## config.mk

```make
export PLATFORM = sky130hd
export DESIGN_NAME = lcd_bus_ctrl
export DESIGN_NICKNAME = d
export VERILOG_FILES = /design/src/rtl/lcd_bus_ctrl.sv
export SDC_FILE = /design/constraint.sdc
export NUM_CORES = 1
export LEC_CHECK = 0
export CAP_MARGIN = 20
export CORE_MARGIN = 2
export CORE_UTILIZATION = 49
export CTS_CLUSTER_SIZE = 12
export DETAILED_ROUTE_END_ITERATION = 6
export GPL_TIMING_DRIVEN = 1
export PLACE_DENSITY = 0.76
export SLEW_MARGIN = 20
export SYNTH_ARGS = -nofsm -noshare
export SYNTH_HDL_FRONTEND = slang
export SYNTH_SLANG_ARGS = --single-unit
```

## constraint.sdc

```tcl
create_clock -name i_clk -period 3.3 [get_ports i_clk]
set_clock_uncertainty 0.1 [all_clocks]
set_input_delay 0.66 -clock i_clk [delete_from_list [all_inputs] [get_ports i_clk]]
set_output_delay 0.66 -clock i_clk [all_outputs]
set_load 0.005 [all_outputs]
```

## src/rtl/lcd_bus_ctrl.sv

```systemverilog
// lcd_bus_ctrl: 8080-style LCD panel bus master. It buffers commands in a 4-deep FIFO
// and also sequences the panel reset at power-on and when a re-reset is requested.
module lcd_bus_ctrl #(
    parameter int SETUP_CYC  = 1,
    parameter int STROBE_CYC = 2,
    parameter int HOLD_CYC   = 1,
    parameter int RST_CYC    = 10,
    parameter int WAKE_CYC   = 20
) (
    input  logic        i_clk,
    input  logic        i_reset,
    input  logic        i_cmd_valid,
    output logic        o_cmd_ready,
    input  logic        i_cmd_rd,
    input  logic        i_cmd_rs,
    input  logic [15:0] i_cmd_data,
    input  logic        i_hw_reset_req,
    output logic        o_rd_valid,
    output logic [15:0] o_rd_data,
    output logic        o_init_done,
    output logic        o_busy,
    output logic        o_lcd_reset_n,
    output logic        o_lcd_cs_n,
    output logic        o_lcd_rs,
    output logic        o_lcd_write_n,
    output logic        o_lcd_read_n,
    output logic [15:0] o_lcd_data_out,
    output logic        o_lcd_data_oe,
    input  logic [15:0] i_lcd_data_in
);
    localparam int CW = 16;

    typedef enum logic [2:0] {RST_ASSERT, RST_WAIT, IDLE, SETUP, STROBE, HOLD} state_t;

    state_t        r_state, w_nstate;
    logic [CW-1:0] r_cnt, w_len;
    logic [17:0]   r_mem [4];
    logic [17:0]   w_head;
    logic [1:0]    r_wp, r_rp;
    logic [2:0]    r_count;
    logic          r_rd, r_rst_pend;
    logic          w_last, w_pop, w_flush, w_push, w_restart, w_active, w_empty, w_rd_done;

    assign w_head      = r_mem[r_rp];
    assign w_last      = r_cnt == '0;
    assign w_empty     = r_count == 3'd0;
    assign o_cmd_ready = r_count != 3'd4;
    assign o_busy      = r_state != IDLE || !w_empty;
    assign w_push      = i_cmd_valid && o_cmd_ready && !w_flush;
    assign w_active    = w_nstate inside {SETUP, STROBE, HOLD};
    assign w_rd_done   = r_state == STROBE && w_last && r_rd;

    always_comb begin
        w_nstate  = r_state;
        w_pop     = 1'b0;
        w_flush   = 1'b0;
        w_restart = 1'b0;
        case (r_state)
            RST_ASSERT, RST_WAIT: begin
                w_restart = i_hw_reset_req;
                if (i_hw_reset_req) w_nstate = RST_ASSERT;
                else if (w_last) w_nstate = r_state == RST_ASSERT ? RST_WAIT : IDLE;
            end
            IDLE: begin
                w_flush  = i_hw_reset_req;
                w_pop    = !i_hw_reset_req && !w_empty;
                w_nstate = i_hw_reset_req ? RST_ASSERT : w_empty ? IDLE : SETUP;
            end
            SETUP:  w_nstate = w_last ? STROBE : SETUP;
            STROBE: w_nstate = w_last ? HOLD : STROBE;
            HOLD: if (w_last) begin
                // a latched re-reset wins over the next queued command
                w_flush  = r_rst_pend || i_hw_reset_req;
                w_pop    = !w_flush && !w_empty;
                w_nstate = w_flush ? RST_ASSERT : w_empty ? IDLE : SETUP;
            end
            default: w_nstate = RST_ASSERT;
        endcase
        w_len = w_nstate == RST_ASSERT ? CW'(RST_CYC - 1) :
                w_nstate == RST_WAIT   ? CW'(WAKE_CYC - 1) :
                w_nstate == SETUP      ? CW'(SETUP_CYC - 1) :
                w_nstate == STROBE     ? CW'(STROBE_CYC - 1) :
                w_nstate == HOLD       ? CW'(HOLD_CYC - 1) : '0;
    end

    always_ff @(posedge i_clk or posedge i_reset) begin
        if (i_reset) begin
            r_state <= RST_ASSERT;
            r_cnt   <= CW'(RST_CYC - 1);
        end else begin
            r_state <= w_nstate;
            r_cnt   <= (w_nstate != r_state || r_state == IDLE || w_restart) ? w_len : r_cnt - CW'(1);
        end
    end

    always_ff @(posedge i_clk) begin
        if (w_push) r_mem[r_wp] <= {i_cmd_rd, i_cmd_rs, i_cmd_data};
    end

    always_ff @(posedge i_clk or posedge i_reset) begin
        if (i_reset) begin
            r_wp    <= '0;
            r_rp    <= '0;
            r_count <= '0;
        end else if (w_flush) begin
            r_wp    <= '0;
            r_rp    <= '0;
            r_count <= '0;
        end else begin
            r_wp    <= r_wp + 2'(w_push);
            r_rp    <= r_rp + 2'(w_pop);
            r_count <= r_count + 3'(w_push) - 3'(w_pop);
        end
    end

    always_ff @(posedge i_clk or posedge i_reset) begin
        if (i_reset) begin
            r_rd           <= 1'b0;
            r_rst_pend     <= 1'b0;
            o_lcd_reset_n  <= 1'b0;
            o_lcd_cs_n     <= 1'b1;
            o_lcd_write_n  <= 1'b1;
            o_lcd_read_n   <= 1'b1;
            o_lcd_rs       <= 1'b0;
            o_lcd_data_out <= '0;
            o_lcd_data_oe  <= 1'b0;
            o_rd_data      <= '0;
            o_rd_valid     <= 1'b0;
            o_init_done    <= 1'b0;
        end else begin
            r_rst_pend    <= !w_flush && (r_rst_pend || (i_hw_reset_req && r_state inside {SETUP, STROBE, HOLD}));
            o_lcd_reset_n <= w_nstate != RST_ASSERT;
            o_lcd_cs_n    <= !w_active;
            o_lcd_write_n <= !(w_nstate == STROBE && !r_rd);
            o_lcd_read_n  <= !(w_nstate == STROBE && r_rd);
            o_init_done   <= w_active || w_nstate == IDLE;
            o_rd_valid    <= w_rd_done;
            if (w_rd_done) o_rd_data <= i_lcd_data_in;
            if (w_pop) begin
                r_rd           <= w_head[17];
                o_lcd_rs       <= w_head[16];
                o_lcd_data_out <= w_head[15:0];
                o_lcd_data_oe  <= !w_head[17];
            end else if (!w_active) begin
                o_lcd_data_oe <= 1'b0;
            end
        end
    end
endmodule
```

# Word-level counts from Yosys, hierarchy flattened
# Memories as Yosys holds them, arrays and structs flattened.
# Cells that the tools add are included.
# classes
addsub	5
n_reduce_logical	33
n_eq_ne	14
muxes	27
# ops
operator	count
2-to-1 mux 3 bit	6
logical NOT 16 bit	1
2-to-1 mux 16 bit	1
subtractor 16 x 1 -> 16 bit, second input constant	1
case mux 3 bit (5 select lines)	1
equality test 3 x 2 -> 1 bit, second input constant	4
equality test 3 bit, second input constant	4
2-to-1 mux 1 bit	11
logical AND 1 bit	10
2-to-1 mux 5 bit	2
logical NOT 1 bit	9
logical NOT 3 bit	3
nonzero test 3 bit	3
2-to-1 mux 2 bit	4
equality test 3 x 1 -> 1 bit, second input constant	2
logical OR 1 bit	6
adder 2 x 1 -> 2 bit	2
case mux 1 bit (2 select lines)	2
adder 3 x 1 -> 3 bit	1
inequality test 3 x 2 -> 1 bit, second input constant	1
inequality test 3 bit	1
inequality test 3 bit, second input constant	1
subtractor 3 x 1 -> 3 bit	1
inequality test 2 bit, second input constant	1
OR reduction 2 bit	1
# totals
elab_cells	97
memories	1
reg_bits	68
mem_bits_rw	72
input_bits	38
# memory_table
memory	depth	width	rd	rd_ports_with_merged_regs	write_ports	line	rtl
r_mem	4	18	1	0	1	37	logic [17:0] r_mem [4];

# Logic depth before layout (Yosys ltp)
# Gate-level depths: netlist of run 1.
# logic_depth
ltp_word	11
ltp_mapped	15
mapped_depth_nobuf	14

# Worst setup path before layout of run 1
# Ideal clock, no wire load.
# synth_timing
kind	reg2reg
startpoint	register r_cnt[1]
endpoint	register r_count[2]
period_less_slack_ns	3.439
stages_incl_launch_ff	16
required_ns	3.070
setup_time_ns	0.130
slack_ns	-0.139
arrival_time_ns	3.209
cell_sequence	dfrtp_1 > inv_1 > ha_1 > or4b_4 > or4_4 > buf_6 > o22a_2 > nand3_1 > ha_1 > inv_1 > ha_1 > inv_1 > fa_1 > xor2_1 > xnor2_1 > nor2_1
# synth_via
elab_chain_len	8
# synth_rtl
item	line	rtl
start: declaration	36	logic [CW-1:0] r_cnt, w_len;
start signal: assignment	89	r_cnt <= CW'(RST_CYC - 1);
start signal: assignment	92	r_cnt <= (w_nstate != r_state || r_state == IDLE || w_restart) ? w_len : r_cnt - CW'(1);
logical NOT 16 bit *	45	assign w_last = r_cnt == '0;
2-to-1 mux 1 bit	71	HOLD: if (w_last) begin
case mux 1 bit (2 select lines)	58	case (r_state)
logical NOT 1 bit	49	assign w_push = i_cmd_valid && o_cmd_ready && !w_flush;
logical AND 1 bit	49	
adder 3 x 1 -> 3 bit	112	r_count <= r_count + 3'(w_push) - 3'(w_pop);
subtractor 3 x 1 -> 3 bit	112	
2-to-1 mux 3 bit *	105	end else if (w_flush) begin
end signal: assignment	112	
end: declaration	40	logic [2:0] r_count;
# Every way passes the cells marked *; elsewhere a longest branch is shown, timed or not.
# A chain may end at the register's enable or synchronous reset.

# Final worst setup path of run 1
# Same ends and word-level chain as after synthesis.

==> metrics.yaml, run 1 <==
io_pins: 80
gp_congestion: 0.791
dp_slack_ns: 0.0402
dpl.hpwl_mm: 6.44
cts_resized: 0
final_common_cell: "clkdlybuf4s50_1"
detail-route-antenna-nets: 0
clkLatencyLatePin_ns: 0.41
ys_types: 52
path_clk_slew_ns: 0.05
cts_num_sinks: 140
seq_area_frac_synth_pct: 68.7
syn_nets: 386
ys_seq_elements: 140
drt_wl_total_mm: 10.0
slew_headroom_pct: 36.1
cp_slowest_cell: "or4b_4"
total_power_w: 0.00480
viasPerCell: 5.36
holdBufCountCts: 0
synth_edf_count: 72
final_cell_mix: "clkdlybuf4s50_1, edfxtp_1, dfrtp_1"
die_w_um: 111
r2r-start: "r_cnt[1]"
r2r-end: "r_count[2]"
core_mm2: 0.0113
drt-initial-drc-count: 114
min_path_type: "reg2reg"
max_freq_mhz: 313
vdd_drop_max_mv: 0.598
grt_pass1_wl_mm: 16.6
cpPeakStageDelay_ns: 0.49
die_y_um: 111
r2r_cells: 14
crit_buf_inv: 3
cp.depth: 14
first_pass_iters: 4
drive_above_1_share_pct: 25.9
finalNetCount: 486
grt_antenna_before_repair: 0
design_area_mm2: 0.00725
cp_cell_sequence: "inv_2 > ha_4 > or4b_4 > or4_4 > o22a_4 > nand3_2 > ha_1 > inv_1 > ha_1 > inv_1 > fa_2 > xor2_2 > xnor2_1 > nor2_1"
p_per_area_mw_per_mm2: 662
htreeDepth: 4
outcome: "finished, final reports clean"
syn_to_final_growth_pct: 28.7
synth_flop_cell: "edfxtp_1"
cp-endpoint: "r_count[2]"
post_cts_buffers: 0
tightest_slew_ns: 0.959
slew_violations: 0
cts_root_buffer: "clkbuf_16"
drv_cap: 0
crit_family: "simple AND/OR/NAND/NOR gates"
rows: 39
critPathKind: "reg2reg"
cp-start-kind: "flip-flop"
period_share_pct: 96.7
required_ns: 3.48
via_count: 3203
initial_core_util_pct: 49.7
crit_fanout: 4
tritoncts: "yes"
grt_pass1_vias: 3315
track_usage_pct: 17.6
io_buffers: 79
grt_remaining_overflow: 0
cp.arrival_ns: 3.37
avgSynthCellArea_um2: 16.5
end_kind: "flip-flop"
ys_warn_count: 0
placed_area_mm2: 0.00667
cts_made_buffers: 17
crit_start: "r_cnt[1]"
fin_ws_ns: 0.108
leakage_nw: 2.81
wl_per_cell_um: 16.8
synth_cells: 342
finalSetupViolations: 0
synthArstFlopShare_pct: 48.6
hold_viol_final: 0
clk_path_buf_depth: 2
timing.hold.ws_ns: 0.404
drcViolationCount: 0
syn-cell-area_mm2: 0.00563
min_period_ns: 3.19
die-area_mm2: 0.0124
rrSetupSlack_ns: 0.11
antenna_cells: 0
grt_max_degree: 69
layer usage:
layer / wire length [um] / GRT usage (%)
met1: 4340 / 22.2
met2: 5050 / 28.3
met3: 506 / 6.01
met4: 144 / 6.75
met5: 0 / 0
how the worst min path moves through the flow:
stage / to / cells after the start / from
global placement: o_rd_data[14] / 1 / o_rd_data[14]
CTS: o_rd_data[1] / 1 / o_rd_data[1]
detailed placement: o_rd_data[1] / 1 / o_rd_data[1]
floorplan: o_lcd_read_n / 1 / r_rd
finish: o_rd_data[9] / 1 / o_rd_data[9]
global route: o_lcd_data_out[3] / 1 / o_lcd_data_out[3]
power breakdown:
| group | switching [W] | internal, W |
|---|---|---|
| Combinational | 0.000381 | 0.000382 |
| Clock | 0.000640 | 0.00112 |
| Sequential | 0.000133 | 0.00214 |
logic make-up after synthesis:
family	share of synthesized area (%)
AO/OA/AOI/OAI	3.40
XOR/XNOR	2.33
adder cells (fa/ha/maj)	1.47
buffers and inverters	2.07
flip-flops	68.7
multiplexers	14.4
AND/OR/NAND/NOR	7.67
registers in the layout, summed over array words and instances, names as in the netlist, 2 cells and up:
name	cells
o_lcd_data_out	16
r_mem	72
r_cnt	16
o_rd_data	16
r_wp	2
r_rp	2
r_count	3
r_state	3
synth_stat cells, drive strengths merged, types with 3 or more instances:
library cell  number  area [um2]
a21oi              5        28.8
and2               3        18.8
buf                7        52.5
clkbuf             5        18.8
dfrtp             63        1580
dfstp              5         131
edfxtp            72        2160
ha                 5        62.6
inv               12        45.0
mux2              34         383
mux4              18         405
nand2             14        55.1
nand2b             4        25.0
nand3              4        20.0
nor2              26        97.6
nor3               7        46.3
o21ai              3        15.0
or4                5        50.1
xnor2             12         105
xor2               3        26.3
final cells by class:
type / count / area [um2]
fill: 819 / 4070
sequential: 140 / 3870
multi-input combinational: 178 / 1690
timing repair buffer: 93 / 908
clock buffer: 23 / 458
tap: 143 / 179
clock inverter: 9 / 96.3
inverter: 12 / 45.0
per-stage QoR:
| step | std cells | setup TNS [ns] | util [%] |
|---|---|---|---|
| finish | 598 | 0 | 64.0 |
| global route | 598 | -0.00209 | 64.0 |
| CTS | 598 | 0 | 63.8 |
| detailed placement | 566 | 0 | 58.9 |
| global placement | 566 | 0 | 58.9 |
| floorplan | 342 | -0.696 | - |
No activity file was read; power rests on OpenSTA's default activity.
==> run 2: changes to the inputs <==
--- a/config.mk
+++ b/config.mk
@@ -7,11 +7,12 @@
 export LEC_CHECK = 0
 export CAP_MARGIN = 20
 export CORE_MARGIN = 2
-export CORE_UTILIZATION = 49
+export CORE_UTILIZATION = 50
+export CTS_CLUSTER_DIAMETER = 60
 export CTS_CLUSTER_SIZE = 12
 export DETAILED_ROUTE_END_ITERATION = 6
 export GPL_TIMING_DRIVEN = 1
-export PLACE_DENSITY = 0.76
+export PLACE_DENSITY = 0.74
 export SLEW_MARGIN = 20
 export SYNTH_ARGS = -nofsm -noshare
 export SYNTH_HDL_FRONTEND = slang
==> constraint.sdc (replaced) <==
create_clock -name i_clk -period 3.1 [get_ports i_clk]
set_clock_uncertainty 0.1 [all_clocks]
set_input_delay 0.62 -clock i_clk [delete_from_list [all_inputs] [get_ports i_clk]]
set_output_delay 0.62 -clock i_clk [all_outputs]
set_load 0.005 [all_outputs]
==> run 2 against run 1 <==
Compared with the run above:
- the run now ends with setup timing left
- sequential power grew 6%
- count of clock-buffer cells in the layout shrank 3
- flip-flop and latch count is the same
- total power grew 16%
- register-to-register slack lost 0.22 ns
- global-route usage grew 1.6 points
- highest routed layer unchanged
- routed wire length grew 8.3%
- first-iteration DRC count grew 46%
==> metrics.yaml, run 2 (synthesis results as in run 1) <==
initial_core_util_pct: 51.5  # was 49.7%
rrSetupSlack_ns: -0.11  # was 0.11 ns
cp-start-kind: "flip-flop"  # unchanged
p_sw_share_pct: 23.7  # was 24.1%
r2r_cells: 14  # unchanged
power.share.combinational_pct: 17.4  # was 15.9%
total_power_w: 0.00557  # was 0.00480 W
antenna_cells: 0  # unchanged
clkLatencyLatePin_ns: 0.41  # about the same
dpl.hpwl_mm: 6.72  # was 6.44 mm
p_sw_w: 0.00132  # was 0.00115 W
gp_congestion: 0.821  # was 0.791
fin_ws_ns: -0.109  # was 0.108 ns
rows: 38  # was 39
seqPwrFrac_pct: 43.1  # was 47.4%
dr_wl_met3_um: 621  # was 506 um
finalNetCount: 507  # was 486
cp.arrival_ns: 3.38  # was 3.37 ns
final_cell_mix: "clkdlybuf4s50_1, edfxtp_1, dfrtp_1"  # unchanged
via_count: 3310  # was 3203
detail-route-antenna-nets: 0  # unchanged
hold_start: "o_rd_data[15]"  # was o_rd_data[9]
timing.hold.ws_ns: 0.404  # about the same
die-area_mm2: 0.0121  # was 0.0124 mm2
grt_pass1_wl_mm: 17.0  # was 16.6 mm
cts_root_buffer: "clkbuf_16"  # unchanged
highest_layer: "met4"  # unchanged
die_y_um: 110  # was 111 um
design_area_mm2: 0.00753  # was 0.00725 mm2
wl_per_cell_um: 17.7  # was 16.8 um
first_pass_iters: 4  # unchanged
cts_num_sinks: 140  # unchanged
wl_met1_mm: 4.51  # was 4.34 mm
placed_area_mm2: 0.00683  # was 0.00667 mm2
rsz0062_at_grt: "yes"
tritoncts: "yes"  # unchanged
r2r-start: "r_cnt[1]"  # unchanged
max_freq_mhz: 312  # was 313 MHz
drt_wl_total_mm: 10.9  # was 10.0 mm
period_share_pct: 104  # was 96.7%
holdBufCountCts: 0  # unchanged
grt_antenna_before_repair: 0  # unchanged
drive_above_1_share_pct: 29.8  # was 25.9%
critPathKind: "reg2reg"  # unchanged
drt-initial-drc-count: 167  # was 114
dr_wl_met2_mm: 5.56  # was 5.05 mm
tightest_slew_ns: 0.953  # was 0.959 ns
grt_pass1_vias: 3452  # was 3315
crit_start: "r_cnt[1]"  # unchanged
end_kind: "flip-flop"  # unchanged
hold_path_depth: 1  # unchanged
vdd_drop_max_mv: 0.393  # was 0.598 mV
crit_fanout: 3  # was 4
cts_made_buffers: 17  # unchanged
leakage_nw: 2.97  # was 2.81 nW
fillCellCount: 741  # was 819
io_buffers: 79  # unchanged
placedCellCount: 580  # was 566
pwr-share-clk_pct: 39.5  # was 36.7%
finalSetupViolations: 1  # was 0
io_pins: 80  # unchanged
hold_viol_final: 0  # unchanged
intPower_w: 0.00425  # was 0.00364 W
path_clk_slew_ns: 0.06  # was 0.05 ns
htreeDepth: 4  # unchanged
top_register: "r_mem"  # unchanged
syn_to_final_growth_pct: 33.8  # was 28.7%
required_ns: 3.27  # was 3.48 ns
core_mm2: 0.0109  # was 0.0113 mm2
die_w_um: 110  # was 111 um
whs_endpoint: "o_rd_data[15]"  # was o_rd_data[9]
min_period_ns: 3.21  # was 3.19 ns
grt_remaining_overflow: 0  # unchanged
final_cells: 616  # was 598
slew_violations: 0  # unchanged
clk_path_buf_depth: 2  # unchanged
grt_max_degree: 69  # unchanged
track_usage_pct: 19.2  # was 17.6%
drv_cap: 0  # unchanged
violations: "setup timing"
viasPerCell: 5.37  # was 5.36
r2r-end: "r_count[2]"  # unchanged
min_path_type: "reg2reg"  # unchanged
largest_reg_flops: 72  # unchanged
slew_headroom_pct: 36.5  # was 36.1%
final_common_cell: "clkdlybuf4s50_1"  # unchanged
p_per_area_mw_per_mm2: 740  # was 662 mW/mm2
drcViolationCount: 0  # unchanged
outcome: "complete, but fails checks"  # was finished, final reports clean
[run 2: cell count changes in the layout (fill, tap and decap cells not counted), sizes merged]
| cell | delta |
|---|---|
| clkinv | +1 |
| buf | +21 |
| clkinvlp | -1 |
| bufinv | +3 |
| clkbuf | -3 |
[run 2: worst max path at each step]
stage	endpoint	slack [ns]	depth (start not counted)
2_1_floorplan	r_mem[1][0]	-0.24	8
3_3_place_gp	r_count[2]	-0.03	14
3_5_place_dp	r_count[2]	-0.11	14
6_report	r_count[2]	-0.11	14
4_1_cts	r_count[2]	-0.10	14
5_1_grt	r_count[2]	-0.20	14
[run 2: critical path: stages (launching register included)]
cell	delay, ns
dfrtp_1	0.38
inv_1	0.06
ha_2	0.16
or4b_4	0.47
or4_4	0.44
o22a_2	0.22
nand3_2	0.10
ha_4	0.20
inv_1	0.05
ha_1	0.12
inv_1	0.05
fa_2	0.34
xor2_2	0.15
xnor2_1	0.17
nor2_1	0.06
[run 2: metrics by stage]
| step | utilization [%] | setup TNS (ns) | worst slack [ns] |
|---|---|---|---|
| floorplan | - | -6.23 | -0.236 |
| global placement | 62.5 | -0.0316 | -0.0316 |
| detailed placement | 62.5 | -0.109 | -0.109 |
| CTS | 68.6 | -0.104 | -0.104 |
| global route | 68.9 | -0.202 | -0.196 |
| finish | 68.9 | -0.109 | -0.109 |
[run 2: power by group through the flow]
stage | registers (W) | clock network, W | logic [W]
floorplan | 0.00242 | 0 | 0.000518
global placement | 0.00241 | 0 | 0.000915
global route | 0.00243 | 0.00232 | 0.00106
CTS | 0.00240 | 0.00223 | 0.000959
detailed placement | 0.00243 | 0 | 0.000942
finish | 0.00240 | 0.00220 | 0.000970
[run 2: final cells by class]
cell class | count | area, um2 | share of cell area (%)
clock buffer | 20 | 457 | 6.06
tap | 140 | 175 | 2.32
timing repair buffer | 114 | 1100 | 14.6
clock inverter | 12 | 194 | 2.57
sequential | 140 | 3870 | 51.4
multi-input combinational | 178 | 1690 | 22.4
inverter | 12 | 45.0 | 0.598
[run 2: per-layer routing]
metal  vias to the layer above  GRT usage [%]
li1                       1524              -
met1                      1672           23.5
met2                        99           32.1
met3                        15           5.00
met4                         0           8.93
met5                         -              0
[run 2: what timing repair did]
action                     CTS  global route
buffers inserted             1             3
setup endpoints to repair    1             2
gates resized for setup      1             1
pin swaps                    1             1
